<file path="src/rtl/serial_to_parallel_rx_pkg.sv">
// Shared framing definitions for the serial link: receiver FSM states and line levels.
// Also used by the transmitter side, so encodings must stay fixed at 2 bits.
package serial_to_parallel_rx_pkg;

    typedef enum logic [1:0] {
        IDLE  = 2'd0,
        DATA  = 2'd1,
        STOP  = 2'd2,
        BREAK = 2'd3
    } rx_state_t;

    localparam logic START_BIT  = 1'b0;
    localparam logic STOP_BIT   = 1'b1;
    localparam logic IDLE_LEVEL = 1'b1;

    // Bit-counter width; a 1-bit frame still needs a 1-bit counter.
    function automatic int cnt_width(input int n);
        return (n > 1) ? $clog2(n) : 1;
    endfunction

endpackage

</file>
<file path="src/rtl/serial_to_parallel_rx_sipo_shift_reg.sv">
// Shift-right assembly register: new bit enters at the MSB, so after N shifts
// the first (LSB-first) bit on the line sits in bit 0.
module sipo_shift_reg #(
    parameter int N = 4
) (
    input  logic         clk,
    input  logic         reset,
    input  logic         en,
    input  logic         din,
    output logic [N-1:0] dout
);

    generate
        if (N == 1) begin : g_single
            always_ff @(posedge clk or negedge reset) begin
                if (!reset)  dout <= '0;
                else if (en) dout <= din;
            end
        end else begin : g_multi
            always_ff @(posedge clk or negedge reset) begin
                if (!reset)  dout <= '0;
                else if (en) dout <= {din, dout[N-1:1]};
            end
        end
    endgenerate

endmodule

</file>
<file path="src/rtl/serial_to_parallel_rx.sv">
// Framed serial receiver: start bit 0, N data bits LSB first, stop bit 1, one bit per tick.
// Outputs are registered; par_valid/frame_err pulse one clk after the stop-bit tick.
module serial_to_parallel_rx
    import serial_to_parallel_rx_pkg::*;
#(
    parameter int N     = 4,
    parameter int CNT_W = 8
) (
    input  logic             clk,
    input  logic             reset,
    input  logic             tick,
    input  logic             ser_in,
    output logic [N-1:0]     par_out,
    output logic             par_valid,
    output logic             frame_err,
    output logic             busy,
    output logic [CNT_W-1:0] rx_count
);

    localparam int              CW   = cnt_width(N);
    localparam logic [CW-1:0]   LAST = CW'(N - 1);

    rx_state_t      state;
    rx_state_t      next_state;
    logic [CW-1:0]  bit_cnt;
    logic           sync_q1;
    logic           ser_s;
    logic [N-1:0]   shift_q;
    logic           shift_en;
    logic           cnt_clr;
    logic           good_stop;
    logic           bad_stop;

    // ser_in is asynchronous to clk; resetting to the idle level avoids a false start.
    always_ff @(posedge clk or negedge reset) begin
        if (!reset) begin
            sync_q1 <= IDLE_LEVEL;
            ser_s   <= IDLE_LEVEL;
        end else begin
            sync_q1 <= ser_in;
            ser_s   <= sync_q1;
        end
    end

    always_comb begin
        next_state = state;
        shift_en   = 1'b0;
        cnt_clr    = 1'b0;
        good_stop  = 1'b0;
        bad_stop   = 1'b0;
        if (tick) begin
            case (state)
                IDLE: begin
                    if (ser_s == START_BIT) begin
                        next_state = DATA;
                        cnt_clr    = 1'b1;
                    end
                end
                DATA: begin
                    shift_en = 1'b1;
                    if (bit_cnt == LAST) next_state = STOP;
                end
                STOP: begin
                    if (ser_s == STOP_BIT) begin
                        good_stop  = 1'b1;
                        next_state = IDLE;
                    end else begin
                        bad_stop   = 1'b1;
                        next_state = BREAK;
                    end
                end
                BREAK: begin
                    // A line stuck low must not be mistaken for a new start bit.
                    if (ser_s == IDLE_LEVEL) next_state = IDLE;
                end
                default: next_state = IDLE;
            endcase
        end
    end

    always_ff @(posedge clk or negedge reset) begin
        if (!reset) begin
            state     <= IDLE;
            busy      <= 1'b0;
            bit_cnt   <= '0;
            par_out   <= '0;
            par_valid <= 1'b0;
            frame_err <= 1'b0;
            rx_count  <= '0;
        end else begin
            state     <= next_state;
            busy      <= (next_state != IDLE);
            par_valid <= good_stop;
            frame_err <= bad_stop;
            if (cnt_clr)       bit_cnt <= '0;
            else if (shift_en) bit_cnt <= bit_cnt + 1'b1;
            if (good_stop) begin
                par_out  <= shift_q;
                rx_count <= rx_count + 1'b1;
            end
        end
    end

    sipo_shift_reg #(.N(N)) u_sipo (
        .clk   (clk),
        .reset (reset),
        .en    (shift_en),
        .din   (ser_s),
        .dout  (shift_q)
    );

endmodule
</file>
<file path="config.mk">
export PLATFORM = sky130hd
export DESIGN_NAME = serial_to_parallel_rx
export DESIGN_NICKNAME = d
export VERILOG_FILES = /design/src/rtl/serial_to_parallel_rx_pkg.sv /design/src/rtl/serial_to_parallel_rx_sipo_shift_reg.sv /design/src/rtl/serial_to_parallel_rx.sv
export SDC_FILE = /design/constraint.sdc
export NUM_CORES = 1
export LEC_CHECK = 0
export BUFFER_PORTS_ARGS = -buffer_cell sky130_fd_sc_hd__buf_2
export CAP_MARGIN = 10
export CORE_MARGIN = 3
export CORE_UTILIZATION = 30
export CTS_CLUSTER_SIZE = 28
export DETAILED_ROUTE_END_ITERATION = 7
export SLEW_MARGIN = 40
export SYNTH_ARGS = -nofsm -noshare
export SYNTH_HDL_FRONTEND = slang
export SYNTH_SLANG_ARGS = --single-unit
export TNS_END_PERCENT = 20
</file>
<file path="constraint.sdc">
create_clock -name clk -period 1.65 [get_ports clk]
set_clock_uncertainty 0.15 [all_clocks]
set_input_delay 0.0825 -clock clk [delete_from_list [all_inputs] [get_ports clk]]
set_output_delay 0.0825 -clock clk [all_outputs]
set_load 0.05 [all_outputs]
</file>
==> results of run 1 <==
power groups by stage:
stage	clock (µW)	sequential (µW)	combinational, µW
6_report	261	931	762
5_1_grt	297	964	834
4_1_cts	276	934	772
3_5_place_dp	0	948	760
3_3_place_gp	0	936	750
2_1_floorplan	0	1230	276
worst paths after layout:
check / startpoint / endpoint / slack [ns] / cells after the start
worst min register to register: sync_q1 / ser_s / 0.22 / 0
worst max register to register: ser_s / rx_count[7] / 0.12 / 3
worst max-delay path: ser_s / rx_count[7] / 0.12 / 3
min in group clk: sync_q1 / ser_s / 0.22 / 0
worst min-delay path: reset / state[0] / 0.13 / 2
max in group asynchronous: reset / sync_q1 / 0.85 / 2
stage by stage:
step                util (%)  power [µW]
floorplan                  -        1500
global placement        36.9        1690
detailed placement      36.9        1710
CTS                     38.7        1980
global route            38.7        2090
finish                  38.7        1950
layout make-up:
class	instances	area (µm²)	share of cell area (%)
flip-flops and latches	25	628	51.4
multi-input cells	57	362	29.6
clock buffers	4	26.3	2.15
inverters	2	7.51	0.615
repair buffers	24	143	11.7
well taps	44	55.1	4.51
kinds of logic (layout without fill, tap and decap cells):
group           Yosys count  in the layout  synth area share (%)
compound gates            8              8                  4.19
xor+xnor                  7              7                  6.03
buf+inv                   4             30                  2.59
flops                    25             25                  61.8
mux                       4              4                  4.43
simple gates             36             36                  18.5
fa+ha+maj                 2              2                  2.46
worst reg2reg max path: stages, from the launching register on:
cell      delay, ns
dfstp_2        0.59
nand4b_2       0.22
nor4_4         0.33
xor2_1         0.17
per-layer routing:
layer / part of all wire (%) / wire (µm)
met1: 44 / 804
met2: 50 / 914
met3: 4.5 / 82
met4: 0.50 / 9
met5: 0 / 0
cell usage in the layout, fill, tap and decap left out, types with 2 or more instances in the layout:
| cell | netlist | routed |
|---|---|---|
| a31oi_1 | 2 | 2 |
| buf_2 | 0 | 18 |
| buf_4 | 1 | 3 |
| clkbuf_4 | 0 | 3 |
| dfrtp_1 | 23 | 23 |
| dfstp_2 | 2 | 2 |
| dlygate4sd3_1 | 0 | 3 |
| ha_1 | 2 | 2 |
| mux2_2 | 4 | 4 |
| nand2_1 | 22 | 22 |
| nand2b_1 | 2 | 2 |
| nand3_1 | 3 | 3 |
| nor3_1 | 2 | 2 |
| o21ai_0 | 5 | 5 |
| xnor2_1 | 3 | 3 |
| xor2_1 | 4 | 4 |
state kept, by name (all words and copies together), names as in the netlist:
signal and count:
bit_cnt 2, busy 1, frame_err 1, par_out 4, par_valid 1, rx_count 8
ser_s 1, state 2, sync_q1 1, u_sipo.dout 4
timing repair:
action	4_1_cts	5_1_grt
endpoints found under the hold margin	31	0
buffers inserted	0	0
hold buffers	3	0
==> summary.txt, run 1 <==
Outcome
  • Status: complete, no violations

Synthesis
  • Register area share after synthesis: 61.8%
  • Mapped cell area: about 1000 µm²
  • Net Count, Synth: 92
  • Most instantiated cells after synthesis: 23 x dfrtp_1, 22 x nand2_1, 5 x o21ai_0
  • Synth Flop Type: dfrtp_1
  • Synthesized area per cell: roughly 12 µm²
  • Netlist cell types: 24
  • Synth warn: 0
  • Yosys top cell by area: dfrtp_1
  • Number of synthesized flops with an enable pin: 0
  • Syn Inst Count: 86
  • Top-count cell post-synth: dfrtp_1
  • Async S/R FF share, synth: 100%
  • Yosys reg bits: 25
  • Top cell type's share of synthesized area: 56.7%
  • Ranking of synthesized cells by area: dfrtp_1 57%, nand2_1 8.1%, dfstp_2 5.2%

Timing
  • Worst slew margin: between 60% and 70%
  • Tmin final: 1.53 ns
  • Setup TNS: 0 ns
  • Final Max Tran Viols: 0
  • Tcrit/Tclk final: 92.4%
  • Unrepaired setup endpoints after global routing: no
  • Final Hold Fails: 0
  • WHS: about 0.13 ns
  • F_max: 656 MHz
  • Setup Viol. Count Final: 0
  • Setup ws final: 0.125 ns
  • Actual slew at the worst max-slew pin: 0.554 ns

Routing
  • Routed WL: 1.81 mm
  • Via count: 692
  • 1st-pass router iterations: 4
  • DRC: 0
  • Routed len/inst: roughly 12 µm
  • DR vias/cell: between 4 and 5
  • DRT antenna net count: 0
  • Iter 0 DRT Violations: 27

Clock network
  • Root buffer cell: clkbuf_4
  • CTS clk-pin slew, worst paths: around 0.13 ns
  • Post-CTS Resized: 0
  • Clk sinks: 25
  • H-tree Lvls: 1
  • CTS tree: yes
  • CTS Buf Count: 3
  • Clk buf depth: 2
  • Clock latency at the later pin of the worst-skew pair: 0.30 ns

Global route
  • Vias in the first global route: 715
  • Total global-route track usage: 9.90%
  • Largest net degree at the start of global routing: 26
  • GR peak layer: met2
  • Met1 usage: 11.9%
  • Met2 Use GR: between 10% and 20%
  • Total grt overflow: 0
  • First-pass GRT wire length: 3.20 mm
  • Initial antenna violation count: 0
  • M3 GR Usage: around 2.1%

Worst setup path
  • Crit Path Max Fanout: 6
  • Worst setup SP type: flip-flop
  • Arr. time, crit path: about 1.6 ns
  • CP bufs+invs: 0
  • CP top delay family: flip-flops
  • CP Data Required Time: 1.74 ns
  • CP max stage delay: 0.59 ns
  • CP max stage cell: dfstp_2
  • Kind of critical path: reg -> reg
  • Worst path cell trace: nand4b_2 -> nor4_4 -> xor2_1
  • Setup crit end kind: flip-flop

Placed design
  • IO Port Bufs: 18
  • Dpl cell area: ~1200 µm²
  • DP Cell Count: between 100 and 150
  • Hpwl dp: roughly 1.3 mm
  • Worst slack, placed: 0.143 ns
  • Placer congestion estimate: 0.829

Finish
  • Filler instances: 334
  • Ratio of cells with drive above 1 in the final layout: 28.6%
  • Area grow syn2layout: 20.2%
  • Final Instance Area: around 1200 µm²
  • # diodes: 0
  • Post-Layout Cell Count: 156
  • Final Net Count: 119

Power
  • Switching pwr: 816 µW
  • Comb power frac: 39.0%
  • Sequential Power Share: 47.7%
  • Internal Power: 1140 µW
  • Switching share of power: 41.8%
  • Clock share of power: between 10% and 20%
  • P per Cell Area: 1600 nW/µm²
  • Static leakage: 0.000642 µW
  • Peak supply drop: 0.357 mV

Die
  • Full die area: about 4100 µm²
  • Die Width: 64.2 µm
  • Core Area: 3150 µm²
  • Die Y: between 60 and 70 µm
  • Number of cell rows: 20
  • Initial core utilization: between 30% and 40%
  • Number of top-level pins: 19

Job
  • Max Cap Viol: 0

Hold path
  • Path type of the worst min-delay path: in -> async
Note: power is estimated with default switching activity, not from simulation.
==> run 2, diff against run 1 <==
- CTS_BUF_LIST: unset -> sky130_fd_sc_hd__clkbuf_16
==> run 2 against run 1 <==
Die area unchanged. Utilization up 1.7 points. Non-clock buffer count unchanged. Hold slack better by 0.072 ns. Via count up 0.72%. Routed wire length down 2.2%. Power up 13%. Clock-buffer cell count down 1. Highest routed layer unchanged. Clock power up 95%. Critical endpoint unchanged. Worst setup slack better by 0.019 ns. Fmax up 1.2%. Register-to-register slack better by 0.02 ns.
==> summary.txt, run 2 (synthesis gave the netlist of run 1 again) <==
Outcome
  • Status: complete, no violations

Die
  • Die Width: 64.2 µm
  • Die Y: 64.2 µm
  • Number of top-level pins: 19
  • Number of cell rows: 20
  • Initial core utilization: 32.2%
  • Full die area: 4120 µm²
  • Core Area: 3150 µm²

Routing
  • 1st-pass router iterations: 4
  • Via count: roughly 700
  • DR vias/cell: 4.47
  • DRC: 0
  • DRT antenna net count: 0
  • Iter 0 DRT Violations: 26
  • Routed len/inst: 11.4 µm
  • Routed WL: between 1.5 and 2 mm

Placed design
  • Placer congestion estimate: 0.829
  • IO Port Bufs: 18
  • Worst slack, placed: roughly 0.14 ns
  • Hpwl dp: roughly 1.3 mm

Worst setup path
  • Setup crit end kind: flip-flop
  • CP max stage cell: dfstp_2
  • Kind of critical path: reg -> reg
  • Crit Path Max Fanout: 6
  • R2r setup slk: roughly 0.14 ns
  • Worst path cell trace: nand4b_2 -> nor4_4 -> xor2_1
  • Worst setup SP type: flip-flop
  • CP Data Required Time: 1.67 ns
  • CP max stage delay: 0.56 ns
  • Arr. time, crit path: 1.53 ns

Clock network
  • Hold_buf cts: 3
  • Clock latency at the later pin of the worst-skew pair: 0.25 ns
  • CTS tree: yes
  • CTS clk-pin slew, worst paths: 0.06 ns
  • H-tree Lvls: 1
  • Clk buf depth: 2
  • Post-CTS setup repair buffer count: 0
  • CTS Buf Count: 3
  • Clk sinks: 25
  • Post-CTS Resized: 0
  • Root buffer cell: clkbuf_16

Finish
  • Filler instances: 327
  • Area grow syn2layout: 25.4%
  • Largest regs: rx_count: 8 flops, par_out: 4 flops, u_sipo.dout: 4 flops
  • Number of flip-flops in the largest register: 8
  • Final Net Count: 119
  • # diodes: 0
  • Most frequent cells in the layout: 23 x dfrtp_1, 22 x nand2_1, 18 x buf_2
  • Ratio of cells with drive above 1 in the final layout: 28.6%
  • Most common cell after layout, fill and taps aside: dfrtp_1
  • Reg with most FFs: rx_count

Global route
  • First-pass GRT wire length: about 3.1 mm
  • Met2 Use GR: 16.3%
  • M3 GR Usage: 2.64%
  • Initial antenna violation count: 0
  • Total global-route track usage: 9.42%
  • Largest net degree at the start of global routing: 26
  • Met1 usage: a little under an eighth
  • Total grt overflow: 0
  • Vias in the first global route: about 680
  • GR peak layer: met2

Timing
  • Setup TNS: 0 ns
  • Actual slew at the worst max-slew pin: 0.556 ns
  • Worst slew margin: 62.9%
  • Unrepaired setup endpoints after global routing: no
  • Tmin final: 1.51 ns
  • Final Max Tran Viols: 0
  • F_max: roughly 660 MHz
  • Tcrit/Tclk final: 91.3%
  • Final Hold Fails: 0
  • Setup Viol. Count Final: 0
  • Setup ws final: 0.143 ns

Hold path
  • Path type of the worst min-delay path: in -> async

Job
  • Max Cap Viol: 0

Power
  • Static leakage: 0.000669 µW
  • P per Cell Area: 1730 nW/µm²
  • Peak supply drop: 0.394 mV
run 2: power by group:
part / internal (µW) / switching (µW)
Clock: 323 / 186
Sequential: 799 / 135
Combinational: 249 / 514
run 2: path summary, 6_finish.rpt:
kind                       cells after the start    start           to
setup / recovery                               3    ser_s  rx_count[7]
hold / removal                                 2    reset         busy
setup reg to reg                               3    ser_s  rx_count[7]
hold reg to reg                                0  sync_q1        ser_s
max in group asynchronous                      2    reset      sync_q1
min in group clk                               0  sync_q1        ser_s
run 2: final cells by class:
type                       count  area (µm²)  area share (%)
sequential                    25         628            49.3
multi-input combinational     57         362            28.4
clock inverter                 1        3.75           0.295
clock buffer                   3        75.1            5.89
inverter                       2        7.51           0.589
tap                           44        55.1            4.32
timing repair buffer          24         143            11.2
run 2: metal layers:
layer | wire, µm | share of wire, % | vias to the layer above
li1 | - | - | 336
met1 | 825 | 47 | 340
met2 | 851 | 48 | 19
met3 | 89 | 5.0 | 2
met4 | 4 | 0.23 | 0
met5 | 0 | 0 | -
run 2: per-stage QoR:
stage | util, % | hold WS [ns] | cells | instance area, µm² | power (µW)
3_3_place_gp | 36.9 | -0.0542 | 149 | 1160 | 1690
5_1_grt | 40.4 | 0.213 | 156 | 1270 | 2350
3_5_place_dp | 36.9 | -0.0458 | 149 | 1160 | 1710
4_1_cts | 40.4 | 0.207 | 156 | 1270 | 2240
6_report | 40.4 | 0.203 | 156 | 1270 | 2210
2_1_floorplan | - | -0.363 | 86 | 1020 | 1500
run 2: critical path: cells and delay by family (launching register included):
| kind | cells | cell delay (ns) |
|---|---|---|
| xor+xnor | 1 | 0.17 |
| simple gates | 2 | 0.55 |
| flops | 1 | 0.56 |
